`config.mk`:
```
export PLATFORM = sky130hd
export DESIGN_NAME = mem_port_arbiter
export DESIGN_NICKNAME = d
export VERILOG_FILES = /design/src/rtl/mem_port_arbiter.sv
export SDC_FILE = /design/constraint.sdc
export NUM_CORES = 1
export LEC_CHECK = 0
export ABC_AREA = 1
export CAP_MARGIN = 20
export CELL_PAD_IN_SITES_DETAIL_PLACEMENT = 1
export CELL_PAD_IN_SITES_GLOBAL_PLACEMENT = 1
export CORE_MARGIN = 4
export CORE_UTILIZATION = 21
export CTS_BUF_LIST = sky130_fd_sc_hd__clkbuf_16
export DETAILED_ROUTE_END_ITERATION = 12
export GPL_ROUTABILITY_DRIVEN = 0
export GPL_TIMING_DRIVEN = 0
export PLACE_DENSITY = 0.87
export SKIP_LAST_GASP = 1
export SYNTH_ARGS = -nofsm -noshare
export SYNTH_HDL_FRONTEND = slang
export SYNTH_SLANG_ARGS = --single-unit
```
`constraint.sdc`:
```
create_clock -name clk -period 1.6 [get_ports clk]
set_input_delay 0.4 -clock clk [delete_from_list [all_inputs] [get_ports clk]]
set_output_delay 0.4 -clock clk [all_outputs]
set_load 0.01 [all_outputs]
```
`src/rtl/mem_port_arbiter.sv`:
```
// Arbiter for one shared single-port memory: instruction fetch (I, read-only) versus MEM stage (D).
// Grants one transaction at a time, with fetch anti-starvation and a per-transaction watchdog.
module mem_port_arbiter #(
  parameter int ADDR_WIDTH   = 9,
  parameter int DATA_WIDTH   = 32,
  parameter int STARVE_LIMIT = 4,
  parameter int TIMEOUT      = 64
) (
  input  logic                  clk,
  input  logic                  rst,
  input  logic                  i_req,
  input  logic [ADDR_WIDTH-1:0] i_addr,
  output logic [DATA_WIDTH-1:0] i_rdata,
  output logic                  i_ready,
  output logic                  i_err,
  input  logic                  d_req,
  input  logic                  d_we,
  input  logic [ADDR_WIDTH-1:0] d_addr,
  input  logic [DATA_WIDTH-1:0] d_wdata,
  input  logic [2:0]            d_funct3,
  output logic [DATA_WIDTH-1:0] d_rdata,
  output logic                  d_ready,
  output logic                  d_err,
  output logic                  stall_if,
  output logic                  stall_mem,
  output logic                  mem_req,
  output logic                  mem_we,
  output logic [ADDR_WIDTH-1:0] mem_addr,
  output logic [DATA_WIDTH-1:0] mem_wdata,
  output logic [2:0]            mem_funct3,
  input  logic [DATA_WIDTH-1:0] mem_rdata,
  input  logic                  mem_ready
);

  typedef enum logic [1:0] {
    IDLE   = 2'd0,
    BUSY_I = 2'd1,
    BUSY_D = 2'd2
  } state_e;

  localparam logic [3:0] STARVE_MAX  = 4'(STARVE_LIMIT);
  localparam logic [7:0] WDOG_LAST   = 8'(TIMEOUT - 1);
  localparam logic [2:0] FUNCT3_WORD = 3'b010;

  state_e                state_q, state_d;
  logic [3:0]            i_wait_q, i_wait_d;
  logic [7:0]            wdog_q, wdog_d;
  logic                  mem_we_q, mem_we_d;
  logic [ADDR_WIDTH-1:0] mem_addr_q, mem_addr_d;
  logic [DATA_WIDTH-1:0] mem_wdata_q, mem_wdata_d;
  logic [2:0]            mem_funct3_q, mem_funct3_d;

  logic busy_i_s, busy_d_s, busy_s;
  logic done_s, expire_s, decide_s;
  logic i_elig_s, d_elig_s, grant_i_s, grant_d_s;

  // State decode.
  always_comb begin
    busy_i_s = 1'b0;
    busy_d_s = 1'b0;
    case (state_q)
      BUSY_I:  busy_i_s = 1'b1;
      BUSY_D:  busy_d_s = 1'b1;
      default: begin
        busy_i_s = 1'b0;
        busy_d_s = 1'b0;
      end
    endcase
  end

  assign busy_s   = busy_i_s | busy_d_s;
  assign done_s   = busy_s & mem_ready;
  // Ready in the expiry cycle takes precedence over the abort.
  assign expire_s = busy_s & ~mem_ready & (wdog_q == WDOG_LAST);
  assign decide_s = ~busy_s | done_s;

  // The completing port's request is stale this cycle, so it sits out the decision.
  assign i_elig_s  = i_req & ~(busy_i_s & mem_ready);
  assign d_elig_s  = d_req & ~(busy_d_s & mem_ready);
  assign grant_i_s = decide_s & i_elig_s & (~d_elig_s | (i_wait_q == STARVE_MAX));
  assign grant_d_s = decide_s & d_elig_s & ~grant_i_s;

  // Next-state, starvation counter, watchdog and command latch.
  always_comb begin
    state_d      = state_q;
    i_wait_d     = i_wait_q;
    wdog_d       = wdog_q;
    mem_we_d     = mem_we_q;
    mem_addr_d   = mem_addr_q;
    mem_wdata_d  = mem_wdata_q;
    mem_funct3_d = mem_funct3_q;
    if (grant_i_s) begin
      state_d      = BUSY_I;
      i_wait_d     = 4'd0;
      wdog_d       = 8'd0;
      mem_we_d     = 1'b0;
      mem_addr_d   = i_addr;
      mem_wdata_d  = {DATA_WIDTH{1'b0}};
      mem_funct3_d = FUNCT3_WORD;
    end else if (grant_d_s) begin
      state_d      = BUSY_D;
      wdog_d       = 8'd0;
      mem_we_d     = d_we;
      mem_addr_d   = d_addr;
      mem_wdata_d  = d_wdata;
      mem_funct3_d = d_funct3;
      if (i_elig_s && (i_wait_q != 4'hF)) begin
        i_wait_d = i_wait_q + 4'd1;
      end else begin
        i_wait_d = i_wait_q;
      end
    end else if (decide_s || expire_s) begin
      state_d = IDLE;
    end else if (busy_s) begin
      wdog_d = wdog_q + 8'd1;
    end else begin
      wdog_d = wdog_q;
    end
  end

  // State and command registers.
  always_ff @(posedge clk or negedge rst) begin
    if (!rst) begin
      state_q      <= IDLE;
      i_wait_q     <= 4'd0;
      wdog_q       <= 8'd0;
      mem_we_q     <= 1'b0;
      mem_addr_q   <= {ADDR_WIDTH{1'b0}};
      mem_wdata_q  <= {DATA_WIDTH{1'b0}};
      mem_funct3_q <= 3'b000;
    end else begin
      state_q      <= state_d;
      i_wait_q     <= i_wait_d;
      wdog_q       <= wdog_d;
      mem_we_q     <= mem_we_d;
      mem_addr_q   <= mem_addr_d;
      mem_wdata_q  <= mem_wdata_d;
      mem_funct3_q <= mem_funct3_d;
    end
  end

  assign mem_req    = busy_s;
  assign mem_we     = mem_we_q;
  assign mem_addr   = mem_addr_q;
  assign mem_wdata  = mem_wdata_q;
  assign mem_funct3 = mem_funct3_q;

  assign i_ready = busy_i_s & mem_ready;
  assign d_ready = busy_d_s & mem_ready;
  assign i_err   = busy_i_s & expire_s;
  assign d_err   = busy_d_s & expire_s;
  assign i_rdata = i_ready ? mem_rdata : {DATA_WIDTH{1'b0}};
  assign d_rdata = d_ready ? mem_rdata : {DATA_WIDTH{1'b0}};

  assign stall_if  = i_req & ~i_ready & ~i_err;
  assign stall_mem = d_req & ~d_ready & ~d_err;

endmodule

```
==> qor.csv <==
metric,value,unit
worstPathArrival,1.76,ns
reg2reg_depth,11,
grt_max_degree,60,
overflow,0,
grt_pass1_wl,19700,µm
cts_root_buf,clkbuf_16,
post-route-drc-count,0,
synth.distinct_cells,18,
outcome,finished with violations,
core_area,0.0146,mm²
syn-num-nets,535,
drt_iter0_markers,89,
synthMuxAreaShare,0,%
cap_viol_max_count,0,
drive_gt1_share,23.2,%
fin_nets,782,
portBuffers,206,
finalHoldViolations,0,
finalCritPeriodShare,135,%
dieArea,0.0170,mm²
rsz0062_at_grt,yes,
synth_fa_ha_area_share,1.99,%
synth-seq-cells,59,
holdWs,0.165,ns
worstReg2RegEnd,mem_funct3[2],
leakagePower,0.00327,µW
synthSimpleGateAreaFrac,38.1,%
drt_first_pass_iters,4,
final_cell_mix,"133 x clkdlybuf4s50_1, 102 x nand2_1, 77 x nor2_1, 62 x nand3_1, 59 x dfrtp_1",
fin_setup_tns,-45.48,ns
finalWorstSetupSlack,-0.559,ns
numCtsBuffers,9,
cts_tree,built,
insertion_delay,0.33,ns
grt_pass1_vias,3932,
vias,3828,
final_common_cell,clkdlybuf4s50_1,
report.final.slew_viol_count,0,
path_cells,inv_2 -> ha_4 -> nor2_4 -> buf_6 -> nand4_1 -> buf_4 -> nor2_4 -> buf_6,
synth_compound_area_share,1.12,%
ctsHtreeMaxLevel,3,
pin_count,207,
syn_area,0.00314,mm²
final_util,43.1,%
fmax,0.463,GHz
die_y,130,µm
required,1.20,ns
fillers,1735,
dp_hpwl,9810,µm
start_kind,flip-flop,
synthXorXnorAreaFrac,0.558,%
grt_use_total,14.9,%
hold_buffers,0,
r2r_slack,-0.30,ns
violations,setup timing,
antenna_found_initial,1,
end_kind,output pin,
max_stage_delay,0.39,ns
wl_per_cell,15.9,µm
power,9320,µW
crit_fanout,3,
hp-class,input port to async pin,
timing.rr.start,state_q[1],
clock-sinks,59,
synth_top_family_by_area,simple AND/OR/NAND/NOR gates,
skew,0.00844,ns
worst_slew_pin_slew,0.796,ns
crit_type,flip-flop to output pin,
final_antenna_net_count,0,
start_util,21.5,%
viasPerCell,4.37,
yosys.area.top_type,dfrtp_1,
cts.clk_slew.worst_paths,0.05,ns
rows,44,
syn_inst,439,
peakVddDrop,0.000622,V
powerDensity,1480,mW/mm²
synth_top_area_share,47.1,%
setup_viol,171,
slew_headroom,46.9,%
n_antenna_cell,0,
ys_warn_count,0,
cts_buffer_depth,2,
area_growth,100,%
synthTopCellsByArea,"dfrtp_1 47%, nand2_1 14%, nand3_1 12%",
die_w,130,µm
timing.final.crit_period,2.16,ns
syn_avg_cell_area,7.15,µm²
seq_area_frac_synth,47.1,%
slowest_stage,dfrtp_1,
wl,13900,µm
[worst max-delay path by stage]
stage | startpoint | endpoint | slack [ns] | cells after the start
finish | state_q[0] | i_err | -0.56 | 8
global route | state_q[0] | d_err | -0.65 | 8
CTS | state_q[0] | i_err | -0.53 | 8
detailed placement | mem_ready | d_rdata[17] | -1.0 | 5
global placement | rst | wdog_q[6] | -1.93 | 1
floorplan | state_q[0] | stall_if | -0.1 | 7
[synthesized netlist by cell type]
cell and count:
buf_2 8, ha_1 5, inv_2 1, nor2_4 2, dfrtp_1 59, nor2_2 1, nor2_1 84, nand2_2 4
a21oi_1 2, inv_1 58, clkbuf_1 6, nand2_1 116, nand3_1 73, nand4_1 3, nor3_1 1, xor2_1 2
buf_4 9, o21ai_0 5
[critical path: cells and delay by family, from the launching register on]
family                     cells  cell delay (ns)
adders and majority gates      1             0.21
and+or+nand+nor                3             0.34
buffers and inverters          4             0.49
DFF                            1             0.39
[sequential cells by signal (all words and copies together) (netlist names)]
signal and flops:
mem_wdata 32, state_q 2, i_wait_q 4, wdog_q 8
mem_addr 9, mem_funct3 3, mem_we 1
[power breakdown]
group	switching (µW)	total (µW)	internal, µW
clock network	658	1670	1010
logic	2440	5220	2780
registers	379	2430	2050
total	3480	9320	5840
[cell type report]
type | instances | area (µm²) | area share, %
plain buffers | 23 | 285 | 4.54
multi-input cells | 298 | 1520 | 24.2
repair buffers | 236 | 2300 | 36.6
inverters | 59 | 224 | 3.56
clock buffers | 9 | 225 | 3.58
clock inverters | 7 | 28.8 | 0.458
well taps | 184 | 230 | 3.66
flip-flops and latches | 59 | 1480 | 23.5
[cell families (layout without fill, tap and decap cells)]
logic type | count (synthesis) | count (layout)
AND/OR/NAND/NOR | 284 | 284
buffers and inverters | 82 | 334
flip-flops | 59 | 59
AO/OA/AOI/OAI | 7 | 7
adder cells (fa/ha/maj) | 5 | 5
XOR/XNOR | 2 | 2
[layer usage]
layer / vias up / wire, µm / global-route usage (%)
li1: 1833 / - / -
met1: 1825 / 5010 / 15.4
met2: 158 / 7210 / 27.8
met3: 12 / 1580 / 6.06
met4: 0 / 131 / 3.91
met5: - / 0 / 0
[what timing repair did]
| action | 4_1_cts | 5_1_grt |
|---|---|---|
| cloned | 2 | 3 |
| resized for setup | 215 | 79 |
| setup buffers | 13 | 12 |
| endpoints found under the setup margin | 174 | 175 |
| pin swaps | 3 | 14 |
[through the flow]
step                      setup slack [ns]  instances  area [µm²]
after detailed placement            -0.998        829        5430
after global routing                -0.648        875        6290
after floorplan                    -0.0963        439        3140
final                               -0.559        875        6290
after CTS                           -0.532        860        5990
after global placement               -1.93        829        5440
Power figures use the tool's default switching activity.
